$ cat src/rtl/warmboot_ctrl.sv
// warmboot_ctrl: sequences the fabric WARMBOOT primitive.
// Requesters are arbitrated round-robin while idle, and the requested slot is
// range-checked. A valid slot arms an abortable delay, then drives a timed
// BOOT pulse with SLOT held stable. After that the block parks in HOLD until
// the fabric reloads.
// Optional build macro WARMBOOT_CTRL_WDT_EN adds an idle watchdog. When it
// expires, the watchdog forces a boot into WDT_SLOT.
module warmboot_ctrl #(
  parameter int NUM_REQ    = 2,
  parameter int SLOT_W     = 4,
  parameter int NUM_SLOTS  = 16,
  parameter int ARM_CYCLES = 16,
  parameter int BOOT_PULSE = 4,
`ifdef WARMBOOT_CTRL_WDT_EN
  parameter int WDT_CYCLES = 1024,
  parameter int WDT_SLOT   = 0,
`endif
  localparam int ID_W = (NUM_REQ > 1) ? $clog2(NUM_REQ) : 1
) (
  input  logic                      clk,
  input  logic                      reset,
  input  logic [NUM_REQ-1:0]        req_valid_i,
  input  logic [NUM_REQ*SLOT_W-1:0] req_slot_i,
  output logic [NUM_REQ-1:0]        req_ready_o,
  input  logic                      abort_i,
  output logic [SLOT_W-1:0]         slot_o,
  output logic                      boot_o,
  output logic                      busy_o,
  output logic                      err_o,
`ifdef WARMBOOT_CTRL_WDT_EN
  input  logic                      wdt_kick_i,
  output logic                      wdt_fired_o,
`endif
  output logic [ID_W-1:0]           grant_id_o
);

  localparam int CNT_MAX = (ARM_CYCLES > BOOT_PULSE) ? ARM_CYCLES : BOOT_PULSE;
  localparam int CNT_W   = $clog2(CNT_MAX + 1);
  localparam logic [ID_W-1:0] LAST_ID = ID_W'(NUM_REQ - 1);

  typedef enum logic [1:0] {IDLE, ARM, FIRE, HOLD} state_t;

  state_t              state;
  logic [CNT_W-1:0]    cnt;
  logic [ID_W-1:0]     rr_ptr;

  logic                win_found;
  logic [ID_W-1:0]     win_idx;
  logic [NUM_REQ-1:0]  win_oh;
  logic [SLOT_W-1:0]   win_slot;
  logic                slot_ok;
  logic                accept;
  logic                wdt_due;
  logic [ID_W-1:0]     rr_next;

  // Round-robin pick: first valid at or above rr_ptr, else first valid from 0.
  always_comb begin
    win_found = 1'b0;
    win_idx   = '0;
    win_oh    = '0;
    win_slot  = '0;
    for (int i = 0; i < NUM_REQ; i++) begin
      if (!win_found && req_valid_i[i] && (i >= int'(rr_ptr))) begin
        win_found = 1'b1;
        win_idx   = ID_W'(i);
        win_oh[i] = 1'b1;
        win_slot  = req_slot_i[i*SLOT_W +: SLOT_W];
      end
    end
    for (int i = 0; i < NUM_REQ; i++) begin
      if (!win_found && req_valid_i[i]) begin
        win_found = 1'b1;
        win_idx   = ID_W'(i);
        win_oh[i] = 1'b1;
        win_slot  = req_slot_i[i*SLOT_W +: SLOT_W];
      end
    end
  end

  // Requests are only offered in IDLE, and not when the watchdog takes the cycle.
  always_comb begin
    req_ready_o = '0;
    if ((state == IDLE) && !wdt_due && win_found)
      req_ready_o = win_oh;
  end

  assign accept  = |req_ready_o;
  assign slot_ok = int'(win_slot) < NUM_SLOTS;
  assign rr_next = (win_idx == LAST_ID) ? '0 : win_idx + ID_W'(1);

`ifdef WARMBOOT_CTRL_WDT_EN
  localparam int WDT_W = $clog2(WDT_CYCLES + 1);
  logic [WDT_W-1:0] wdt_cnt;

  assign wdt_due = (state == IDLE) && (wdt_cnt == '0);

  // Watchdog down-counter: a kick reloads it; it only drains while idle.
  always_ff @(posedge clk) begin
    if (reset || wdt_kick_i)
      wdt_cnt <= WDT_W'(WDT_CYCLES);
    else if ((state == IDLE) && (wdt_cnt != '0))
      wdt_cnt <= wdt_cnt - WDT_W'(1);
  end
`else
  assign wdt_due = 1'b0;
`endif

  // Main sequencer: IDLE -> ARM -> FIRE -> HOLD, with abort back to IDLE from ARM.
  always_ff @(posedge clk) begin
    if (reset) begin
      state      <= IDLE;
      cnt        <= '0;
      rr_ptr     <= '0;
      slot_o     <= '0;
      boot_o     <= 1'b0;
      busy_o     <= 1'b0;
      err_o      <= 1'b0;
      grant_id_o <= '0;
`ifdef WARMBOOT_CTRL_WDT_EN
      wdt_fired_o <= 1'b0;
`endif
    end else begin
      case (state)
        IDLE: begin
          if (wdt_due) begin
`ifdef WARMBOOT_CTRL_WDT_EN
            slot_o      <= SLOT_W'(WDT_SLOT);
            wdt_fired_o <= 1'b1;
`endif
            state  <= ARM;
            busy_o <= 1'b1;
            cnt    <= CNT_W'(ARM_CYCLES - 1);
          end else if (accept) begin
            grant_id_o <= win_idx;
            rr_ptr     <= rr_next;
            if (slot_ok) begin
              slot_o <= win_slot;
              err_o  <= 1'b0;
              state  <= ARM;
              busy_o <= 1'b1;
              cnt    <= CNT_W'(ARM_CYCLES - 1);
            end else begin
              err_o <= 1'b1;
            end
          end
        end
        ARM: begin
          if (abort_i) begin
            state  <= IDLE;
            busy_o <= 1'b0;
          end else if (cnt == '0) begin
            state  <= FIRE;
            boot_o <= 1'b1;
            cnt    <= CNT_W'(BOOT_PULSE - 1);
          end else begin
            cnt <= cnt - CNT_W'(1);
          end
        end
        FIRE: begin
          if (cnt == '0) begin
            state  <= HOLD;
            boot_o <= 1'b0;
          end else begin
            cnt <= cnt - CNT_W'(1);
          end
        end
        HOLD: begin
          state <= HOLD;
        end
        default: begin
          state  <= IDLE;
          boot_o <= 1'b0;
          busy_o <= 1'b0;
        end
      endcase
    end
  end

endmodule
$ cat config.mk
export PLATFORM = sky130hd
export DESIGN_NAME = warmboot_ctrl
export DESIGN_NICKNAME = d
export VERILOG_FILES = /design/src/rtl/warmboot_ctrl.sv
export SDC_FILE = /design/constraint.sdc
export NUM_CORES = 1
export LEC_CHECK = 0
export CAP_MARGIN = 0
export CORE_MARGIN = 2
export CORE_UTILIZATION = 60
export DETAILED_ROUTE_END_ITERATION = 16
export DONT_BUFFER_PORTS = 1
export PLACE_DENSITY_LB_ADDON = 0.05
export SETUP_SLACK_MARGIN = 0.2
export SLEW_MARGIN = 25
export SYNTH_ARGS = -nofsm -noshare
export SYNTH_HDL_FRONTEND = slang
export SYNTH_SLANG_ARGS = --single-unit
export TNS_END_PERCENT = 5
$ cat constraint.sdc
create_clock -name clk -period 2.6 [get_ports clk]
set_clock_uncertainty 0.05 [all_clocks]
set_input_delay 0.78 -clock clk [delete_from_list [all_inputs] [get_ports clk]]
set_output_delay 0.78 -clock clk [all_outputs]
set_load 0.1 [all_outputs]
==> key figures <==
Min path
  – Worst Hold Class: register to register
  – Hold Path End: busy_o
  – Worst hold stages: 2
  – Worst Hold Launch: busy_o

Critical path
  – Reg2Reg Launch Point: cnt[0]
  – Crit-path cells: inv_1 -> ha_4 -> nand2_1 -> a21oi_2 -> buf_6
  – Flop2flop setup slack: roughly 0.58 ns
  – Crit Path Category: register to output port
  – Worst path slowest cell: dfxtp_1
  – Critical Path RT: 1.77 ns
  – Arrival time worst endpoint: 1.47 ns
  – Crit path launch type: register
  – R2R cell count: 6
  – Worst path max stage delay: 0.34 ns
  – RR Endpoint: cnt[3]
  – Crit. End Element: output port
  – CP max FO: 10

Cells and area
  – Fraction of layout cells with a size suffix above 1: 0.1624
  – Nets@finish: approximately 140
  – Ant. Diodes: 0
  – Area grow syn2layout: 14.49%

Timing
  – Setup_tns: 0 ns
  – Fmax: 434.8 MHz
  – Worst relative slew slack: 0.6228
  – Final Hold Fails: 0
  – Worst Tran Pin Value: 0.5579 ns
  – Final Max Tran Viols: 0
  – Period Utilization, post-route: 0.8846
  – Setup WS post-layout: 0.3002 ns
  – Period minus WS final: about 2.3 ns
  – Final setup fails: 0
  – Unrepaired setup endpoints after global routing: false

Synthesis
  – Number of synthesized register bits: 15
  – Yosys warning count: 0
  – Distinct cells, synth: 35
  – Synthesized Nets: 128
  – Synthesized area per cell: 8.161 µm²
  – Post-synthesis sequential area ratio: 0.3376
  – Synth Instances: around 110
  – Mapped Area: 889.6 µm²

Drt
  – Routed via count: ~900
  – Final wirelength: around 2200 µm
  – Wire per inst: 16.66 µm
  – Starting DRT DRC Count: 47
  – Number of detailed-route iterations in the first pass: 5
  – Drt drc: 0
  – Post-route ant nets: 0
  – Vias/cell: 6.780

Placement
  – Post-DP HPWL: ~1500 µm
  – Pre-CTS WS: between 0.4 and 0.5 ns
  – Placer Congestion: 0.8749
  – IO Port Bufs: 0

Clock tree
  – Root Driver: clkbuf_4
  – H-tree levels: 1
  – Clk buf depth: 2
  – CTS tree: done
  – Post-CTS setup buffers: 0
  – TritonCTS Buffers: 3
  – TritonCTS Sinks: 15
  – Post-CTS Resized: 1
  – Clk_lat worst skew: 0.28 ns
  – Cts hold-fix bufs: 0
  – CTS clk-pin slew, worst paths: roughly 0.090 ns

Global routing
  – Vias in the first global route: 792
  – Largest net degree at the start of global routing: 15
  – Initial antenna violation count: 0
  – Congestion Overflow GR: 0
  – First-pass GRT wire length: 3650 µm
  – GR Util All Layers: 0.2647

Floorplanning
  – Core Area: 0.001350 mm²
  – Row count: 13
  – Io pins: 23
  – Die ar.: ~0.0018 mm²
  – Overall die height: 42.51 µm
  – Initial Utilization: 0.6589
  – Die width: 42.51 µm

Power
  – Static Leak: 0.0004092 µW
  – Pwr dens: 815.1 mW/mm²
  – Worst vdd ir: 0.0005163 V

Run status
  – Outcome: finished clean

Job
  – Max-capacitance violation count: 0
## cells by family after synthesis
logic type                 Yosys count  share of synthesized area
AOI/OAI and AO/OA                   43                     0.3305
buffers and inverters               15                    0.07312
other                                1                   0.004215
DFF                                 15                     0.3376
and+or+nand+nor                     29                     0.1702
adders and majority gates            6                    0.08439
## cells in the mapped netlist, drive strengths merged
| cell | instances | share of area |
|---|---|---|
| dfxtp | 15 | 0.34 |
| a21oi | 12 | 0.068 |
| nor2 | 12 | 0.051 |
| inv | 9 | 0.038 |
| o21ai | 8 | 0.045 |
| ha | 6 | 0.084 |
| o22ai | 6 | 0.042 |
| nand2 | 4 | 0.017 |
| a211oi | 3 | 0.025 |
| buf | 3 | 0.022 |
| clkbuf | 3 | 0.013 |
| a311oi | 2 | 0.020 |
| nand2b | 2 | 0.014 |
| nand3 | 2 | 0.011 |
| o21a | 2 | 0.017 |
| o221ai | 2 | 0.020 |
| o311ai | 2 | 0.020 |
| a21o | 1 | 0.0084 |
| a2bb2oi | 1 | 0.0098 |
| a31o | 1 | 0.0098 |
| and2 | 1 | 0.0070 |
| and3 | 1 | 0.0070 |
| conb | 1 | 0.0042 |
| nand3b | 1 | 0.0084 |
| nor2b | 1 | 0.0070 |
| nor3b | 1 | 0.0084 |
| nor4b | 1 | 0.0098 |
| o211a | 1 | 0.020 |
| o211ai | 1 | 0.0084 |
| o32ai | 1 | 0.018 |
| or3b | 1 | 0.0098 |
| or4 | 1 | 0.0084 |
| or4b | 1 | 0.011 |
## routing by layer
metal	share of wire	GRT usage	up-vias
li1	-	-	418
met4	0.015	0.08750	0
met2	0.46	0.4092	52
met1	0.44	0.3562	418
met5	0	0	-
met3	0.087	0.06897	7
## worst max-delay path, delay by kind of cell, from the launching register on
family          cells  cell delay (ns)
fa+ha+maj           1             0.22
flops               1             0.34
buf+inv             2             0.40
compound gates      1             0.12
simple gates        1             0.09
## cells in the final DEF (no fill, tap or decap), types with 2 or more instances in the layout
cell       n
o311ai_0   2
nand2_1    4
nand3_1    2
o22ai_1    6
nand2b_1   2
buf_4      8
a211oi_1   3
dfxtp_1   15
o21a_1     2
a311oi_1   2
o21ai_0    7
clkbuf_4   3
a21oi_1   11
inv_1      9
o221ai_1   2
ha_1       5
nor2_1    11
## stage by stage
stage | hold WS, ns | area (µm²) | instances | power, µW | utilization
5_1_grt | 0.4771 | 1018 | 132 | 874.0 | 0.7544
3_3_place_gp | 0.4210 | 975.9 | 128 | 672.3 | 0.7229
4_1_cts | 0.4471 | 1005 | 132 | 816.1 | 0.7442
6_report | 0.4440 | 1018 | 132 | 830.1 | 0.7544
2_1_floorplan | 0.4217 | 900.9 | 109 | 613.6 | -
3_5_place_dp | 0.4296 | 975.9 | 128 | 680.4 | 0.7229
## power by group
group          switching [µW]  internal, µW
Sequential               29.2           264
Clock                    76.0          59.6
Combinational             280           122
## layout make-up
cell class | instances | area [µm²]
Sequential cell | 15 | 300.3
Tap cell | 15 | 18.77
Clock buffer | 4 | 26.28
Multi-Input combinational cell | 79 | 548.0
Fill cell | 103 | 331.6
Inverter | 9 | 33.78
Timing Repair Buffer | 10 | 91.34
## flip-flops by register name, summed over array words and instances (netlist names)
register and count:
slot_o 4, state 2, cnt 5, busy_o 1, rr_ptr 1, boot_o 1, grant_id_o 1
## how the worst max path moves through the flow
stage	startpoint	end	slack [ns]
after detailed placement	state[1]	req_ready_o[0]	0.43
after global routing	state[0]	req_ready_o[0]	0.24
after floorplan	req_valid_i[0]	req_ready_o[0]	0.09
final	state[1]	req_ready_o[0]	0.30
after global placement	state[1]	req_ready_o[0]	0.49
after CTS	state[1]	req_ready_o[0]	0.20
No activity file was read; power rests on OpenSTA's default activity.
